**src/rtl/shared_reg_arbiter.sv**
```systemverilog
// Round-robin write arbiter that owns a shared N-bit register; one grant per cycle.
// Optional owner lock (LOCK state, lock port) is enabled by defining SHARED_REG_LOCK_EN.
module shared_reg_arbiter #(
    parameter int N        = 64,
    parameter int REQ      = 4,
    parameter int LOCK_MAX = 8
) (
    input  logic                     clk,
    input  logic                     reset,
    input  logic [REQ-1:0]           req,
    input  logic [REQ*N-1:0]         wdata,
`ifdef SHARED_REG_LOCK_EN
    input  logic [REQ-1:0]           lock,
`endif
    output logic [REQ-1:0]           gnt,
    output logic [N-1:0]             q,
    output logic                     q_valid,
    output logic [$clog2(REQ)-1:0]   owner,
    output logic [15:0]              wr_cnt
);
    localparam int PW = $clog2(REQ);

    if (REQ < 2 || REQ > 16 || (REQ & (REQ - 1)) != 0 || LOCK_MAX < 1 || LOCK_MAX > 255)
    begin : g_param_check
        $error("shared_reg_arbiter: REQ must be a power of two in 2..16, LOCK_MAX in 1..255");
    end

`ifdef SHARED_REG_LOCK_EN
    typedef enum logic [1:0] {IDLE, GRANT, LOCK} state_t;
`else
    typedef enum logic {IDLE, GRANT} state_t;
`endif

    state_t         state;
    logic [PW-1:0]  ptr;
    logic [PW-1:0]  win;
    logic [PW-1:0]  idx;
    logic           found;
    logic [REQ-1:0] elig;

    // The requester granted this cycle is masked so a late-dropping req cannot write twice.
    always_comb begin
        elig  = req & ~((state == IDLE) ? {REQ{1'b0}} : gnt);
        found = 1'b0;
        win   = '0;
        idx   = '0;
        for (int k = 0; k < REQ; k++) begin
            idx = ptr + PW'(k);
            if (!found && elig[idx]) begin
                found = 1'b1;
                win   = idx;
            end
        end
    end

`ifdef SHARED_REG_LOCK_EN
    // The grant that enters LOCK counts as the first locked grant, so the owner
    // gets exactly LOCK_MAX back-to-back writes.
    logic [7:0] lock_cnt;
    logic       hold;
    assign hold = (state == LOCK) && req[owner] && lock[owner] && (lock_cnt < 8'(LOCK_MAX));
`endif

    always_ff @(posedge clk or negedge reset) begin
        if (!reset) begin
            state   <= IDLE;
            gnt     <= '0;
            q       <= '0;
            q_valid <= 1'b0;
            owner   <= '0;
            wr_cnt  <= '0;
            ptr     <= '0;
`ifdef SHARED_REG_LOCK_EN
            lock_cnt <= '0;
`endif
        end else begin
`ifdef SHARED_REG_LOCK_EN
            if (hold) begin
                q        <= wdata[owner*N +: N];
                wr_cnt   <= wr_cnt + 16'd1;
                lock_cnt <= lock_cnt + 8'd1;
            end else
`endif
            if (found) begin
                gnt      <= '0;
                gnt[win] <= 1'b1;
                q        <= wdata[win*N +: N];
                q_valid  <= 1'b1;
                owner    <= win;
                ptr      <= win + 1'b1;
                wr_cnt   <= wr_cnt + 16'd1;
`ifdef SHARED_REG_LOCK_EN
                if (lock[win]) begin
                    state    <= LOCK;
                    lock_cnt <= 8'd1;
                end else begin
                    state <= GRANT;
                end
`else
                state <= GRANT;
`endif
            end else begin
                gnt   <= '0;
                state <= IDLE;
            end
        end
    end
endmodule

```
**config.mk**
```make
export PLATFORM = sky130hd
export DESIGN_NAME = shared_reg_arbiter
export DESIGN_NICKNAME = d
export VERILOG_FILES = /design/src/rtl/shared_reg_arbiter.sv
export SDC_FILE = /design/constraint.sdc
export NUM_CORES = 1
export LEC_CHECK = 0
export BUFFER_PORTS_ARGS = -buffer_cell sky130_fd_sc_hd__buf_2
export CAP_MARGIN = 20
export CORE_AREA = 2 2 137 139
export CTS_CLUSTER_DIAMETER = 60
export DETAILED_ROUTE_END_ITERATION = 7
export DIE_AREA = 0 0 139 141
export GPL_TIMING_DRIVEN = 0
export MAX_ROUTING_LAYER = met4
export PLACE_DENSITY_LB_ADDON = 0.2
export SYNTH_ARGS = -nofsm -noshare
export SYNTH_HDL_FRONTEND = slang
export SYNTH_SLANG_ARGS = --single-unit
```
**constraint.sdc**
```tcl
create_clock -name clk -period 4.25 [get_ports clk]
set_input_delay 0.2125 -clock clk [delete_from_list [all_inputs] [get_ports clk]]
set_output_delay 0.2125 -clock clk [all_outputs]
set_load 0.02 [all_outputs]
```
==> flow_summary.yaml <==
status:
  outcome: "complete, no violations"
floorplanning:
  start_util_pct: 32.7
  die_height_um: 141
  rows: 50
  die_width_um: 139
  io_pins: 349
  die-area_mm2: 0.0196
  core_mm2: 0.0183
setup_path:
  cp_data_required_time_ns: 4.51
  critPathMaxFanout: 10
  slowest_delay_ns: 0.79
  arrival_ns: 3.07
  crit_path_top_delay_cell: "nor3_2"
  start_kind: "flip-flop"
  critical_path_class: "flip-flop to flip-flop"
  endpoint_kind: "flip-flop"
  crit_path_cell_trace: "buf_6 -> buf_4 -> mux2i_1 -> a21oi_1 -> nor3_2 -> clkbuf_1 -> a22oi_1 -> o221ai_1"
placed_design:
  gp_congestion: 0.816
  placed_area_mm2: 0.00805
  dp_hpwl_um: 16300
  numPortBuffers: 348
synth:
  async_reset_ff_share_pct: 100
  yosys.area.top_type: "dfrtp_1"
  synth_commonest_cells: "125 x mux2i_1, 90 x dfrtp_1, 61 x a22oi_1, 60 x and2_1, 60 x o221ai_1"
  yosysSeqAreaShare_pct: 37.7
  syn-cell-area_mm2: 0.00598
  yosys_warnings: 0
  synth.top_cells.by_area: "dfrtp_1 38%, mux2i_1 21%, o221ai_1 8.8%"
  ys_ff_latch: 90
  syn_avg_cell_area_um2: 10.7
  synth_top_area_share_pct: 37.7
  ys_types: 51
  synthCells: 558
  synth_edf_count: 0
  synthesis.nets: 821
  ys.flop_type: "dfrtp_1"
  yosysMostFrequentCell: "mux2i_1"
sta:
  relSlewSlack_pct: 36.5
  fin_crit_sh_pct: 66.3
  fmax_ghz: 0.355
  worstMarginPinSlew_ns: 0.947
  period_needed_ns: 2.82
  slew_violations: 0
  timing.setup.tns_ns: 0
  final_hold_viol_count: 0
  skew_ns: 0.0108
  rsz0062_at_grt: "false"
  setup_viol: 0
pwr:
  internal_power_mw: 4.11
  switchingPower_mw: 3.55
  powerDensity_mw_per_mm2: 913
  clockPowerShare_pct: 11.6
  cellLeakagePower_nw: 4.21
  power_frac_seq_pct: 20.2
  p_sw_share_pct: 46.3
  ir_worst_vdd_v: 0.000407
  combPwrFrac_pct: 68.1
clock_network:
  cts_root_buf: "clkbuf_16"
  insertion_delay_ns: 0.35
  cts_resized: 0
  clkSlewWorstSetupHoldPaths_ns: 0.07
  cts_buffer_depth: 2
  cts_tree: "yes"
  cts-buffers-inserted: 9
  clock-sinks: 90
  htreeDepth: 3
finish:
  fin_area_mm2: 0.00838
  drive_gt1_share_pct: 43.0
  multi_input_area_mm2: 0.00335
  nFillCells: 1838
  seq_area_mm2: 0.00225
  area_growth_pct: 40.3
  antenna_cells: 0
  nNetsFinal: 1183
  final_core_util_pct: 45.9
flow_run:
  drv_cap: 0
global_route:
  grt_pass1_vias: 5934
  grt_pass1_wl_um: 32300
  overflow: 0
  antenna_found_initial: 0
  grt_usage_pct: 21.4
  grt_max_degree: 51
route:
  first_pass_iters: 4
  drc: 0
  drtIter0Drc: 324
  routed_wl_um: 21200
  routedWlPerCell_um: 18.3
  drt.antenna.violating_nets: 0
  vias: 6032
  viasPerCell: 5.20
min_path:
  hp-class: "input pin to flip-flop"
[sequential cells by signal, indices dropped and copies added (netlist names)]
signal and count:
owner 2, wr_cnt 16, q_valid 1, gnt 4
state 1, q 64, ptr 2
[layout make-up]
type	instances	share of cell area [%]
multi-input combinational	413	40.0
sequential	90	26.9
timing repair buffer	351	21.3
buffer	50	4.22
tap	234	3.49
clock buffer	10	2.73
clock inverter	6	1.16
inverter	5	0.224
[path summary, 6_finish.rpt]
path                                              from                      to  slack (ns)  cells past startpoint
worst min register to register  wr_cnt[15]$_DFFE_PN0P_  wr_cnt[15]$_DFFE_PN0P_        0.47                      1
min in group asynchronous                        reset       q[16]$_DFFE_PN0P_        0.38                      2
worst max-delay path                ptr[0]$_DFFE_PN0P_        q[6]$_DFFE_PN0P_        1.43                      8
worst max register to register      ptr[0]$_DFFE_PN0P_        q[6]$_DFFE_PN0P_        1.43                      8
max in group asynchronous                        reset        gnt[0]$_DFF_PN0_        3.18                      3
worst min-delay path                        wdata[186]       q[58]$_DFFE_PN0P_        0.11                      3
[stage by stage]
stage | hold slack (ns) | std cells | setup WS (ns) | power [mW]
5_1_grt | 0.116 | 1159 | 1.15 | 8.19
6_report | 0.106 | 1159 | 1.43 | 7.65
4_1_cts | 0.0937 | 1159 | 1.35 | 7.75
3_5_place_dp | 0.240 | 1142 | 1.38 | 6.84
3_3_place_gp | 0.445 | 1140 | 1.03 | 6.80
2_1_floorplan | -0.0831 | 558 | 2.07 | 5.36
[cells in the final DEF, fill, tap and decap left out, types with 5 or more instances in the layout]
master	n
a22oi_1	61
buf_2	352
buf_12	6
o221ai_1	60
nand3_1	8
clkbuf_16	9
nand4_1	5
mux2i_1	125
dfrtp_1	90
xnor2_1	12
nor2_1	9
and2_1	60
nand2_1	16
clkbuf_1	31
[critical path: cells and delay by family, from the launching register on]
| kind | cells | cell delay (ns) |
|---|---|---|
| AND/OR/NAND/NOR | 1 | 0.79 |
| flip-flops | 1 | 0.35 |
| buffers and inverters | 3 | 0.85 |
| AO/OA/AOI/OAI | 3 | 0.44 |
| multiplexers | 1 | 0.29 |
[power groups by stage]
stage	sequential, mW	combinational, mW	clock [mW]
after floorplan	1.98	3.38	0
after global placement	1.55	5.25	0
after detailed placement	1.55	5.29	0
after CTS	1.55	5.29	0.920
after global routing	1.59	5.65	0.952
final	1.55	5.21	0.891
[kinds of logic (layout without fill, tap and decap cells)]
group	Yosys count	after routing	synth area share, %
AOI/OAI and AO/OA	153	153	20.6
xor gates and xnor gates	15	15	2.20
adders and majority gates	1	1	0.209
buffers and inverters	55	422	6.24
DFF	90	90	37.7
muxes	129	129	21.8
and+or+nand+nor	115	115	11.3
[repair_timing]
action                    in CTS  in global routing
hold buffers                   1                  0
buffers inserted               0                  0
hold endpoints to repair      40                  0
[per-layer routing]
metal	global-route usage, %	routed length, um	up-vias
li1	-	-	2892
met1	27.2	9370	2895
met2	36.3	10500	231
met3	2.85	1050	14
met4	5.69	229	0
met5	-	0	-
No activity file was read; power rests on OpenSTA's default activity.
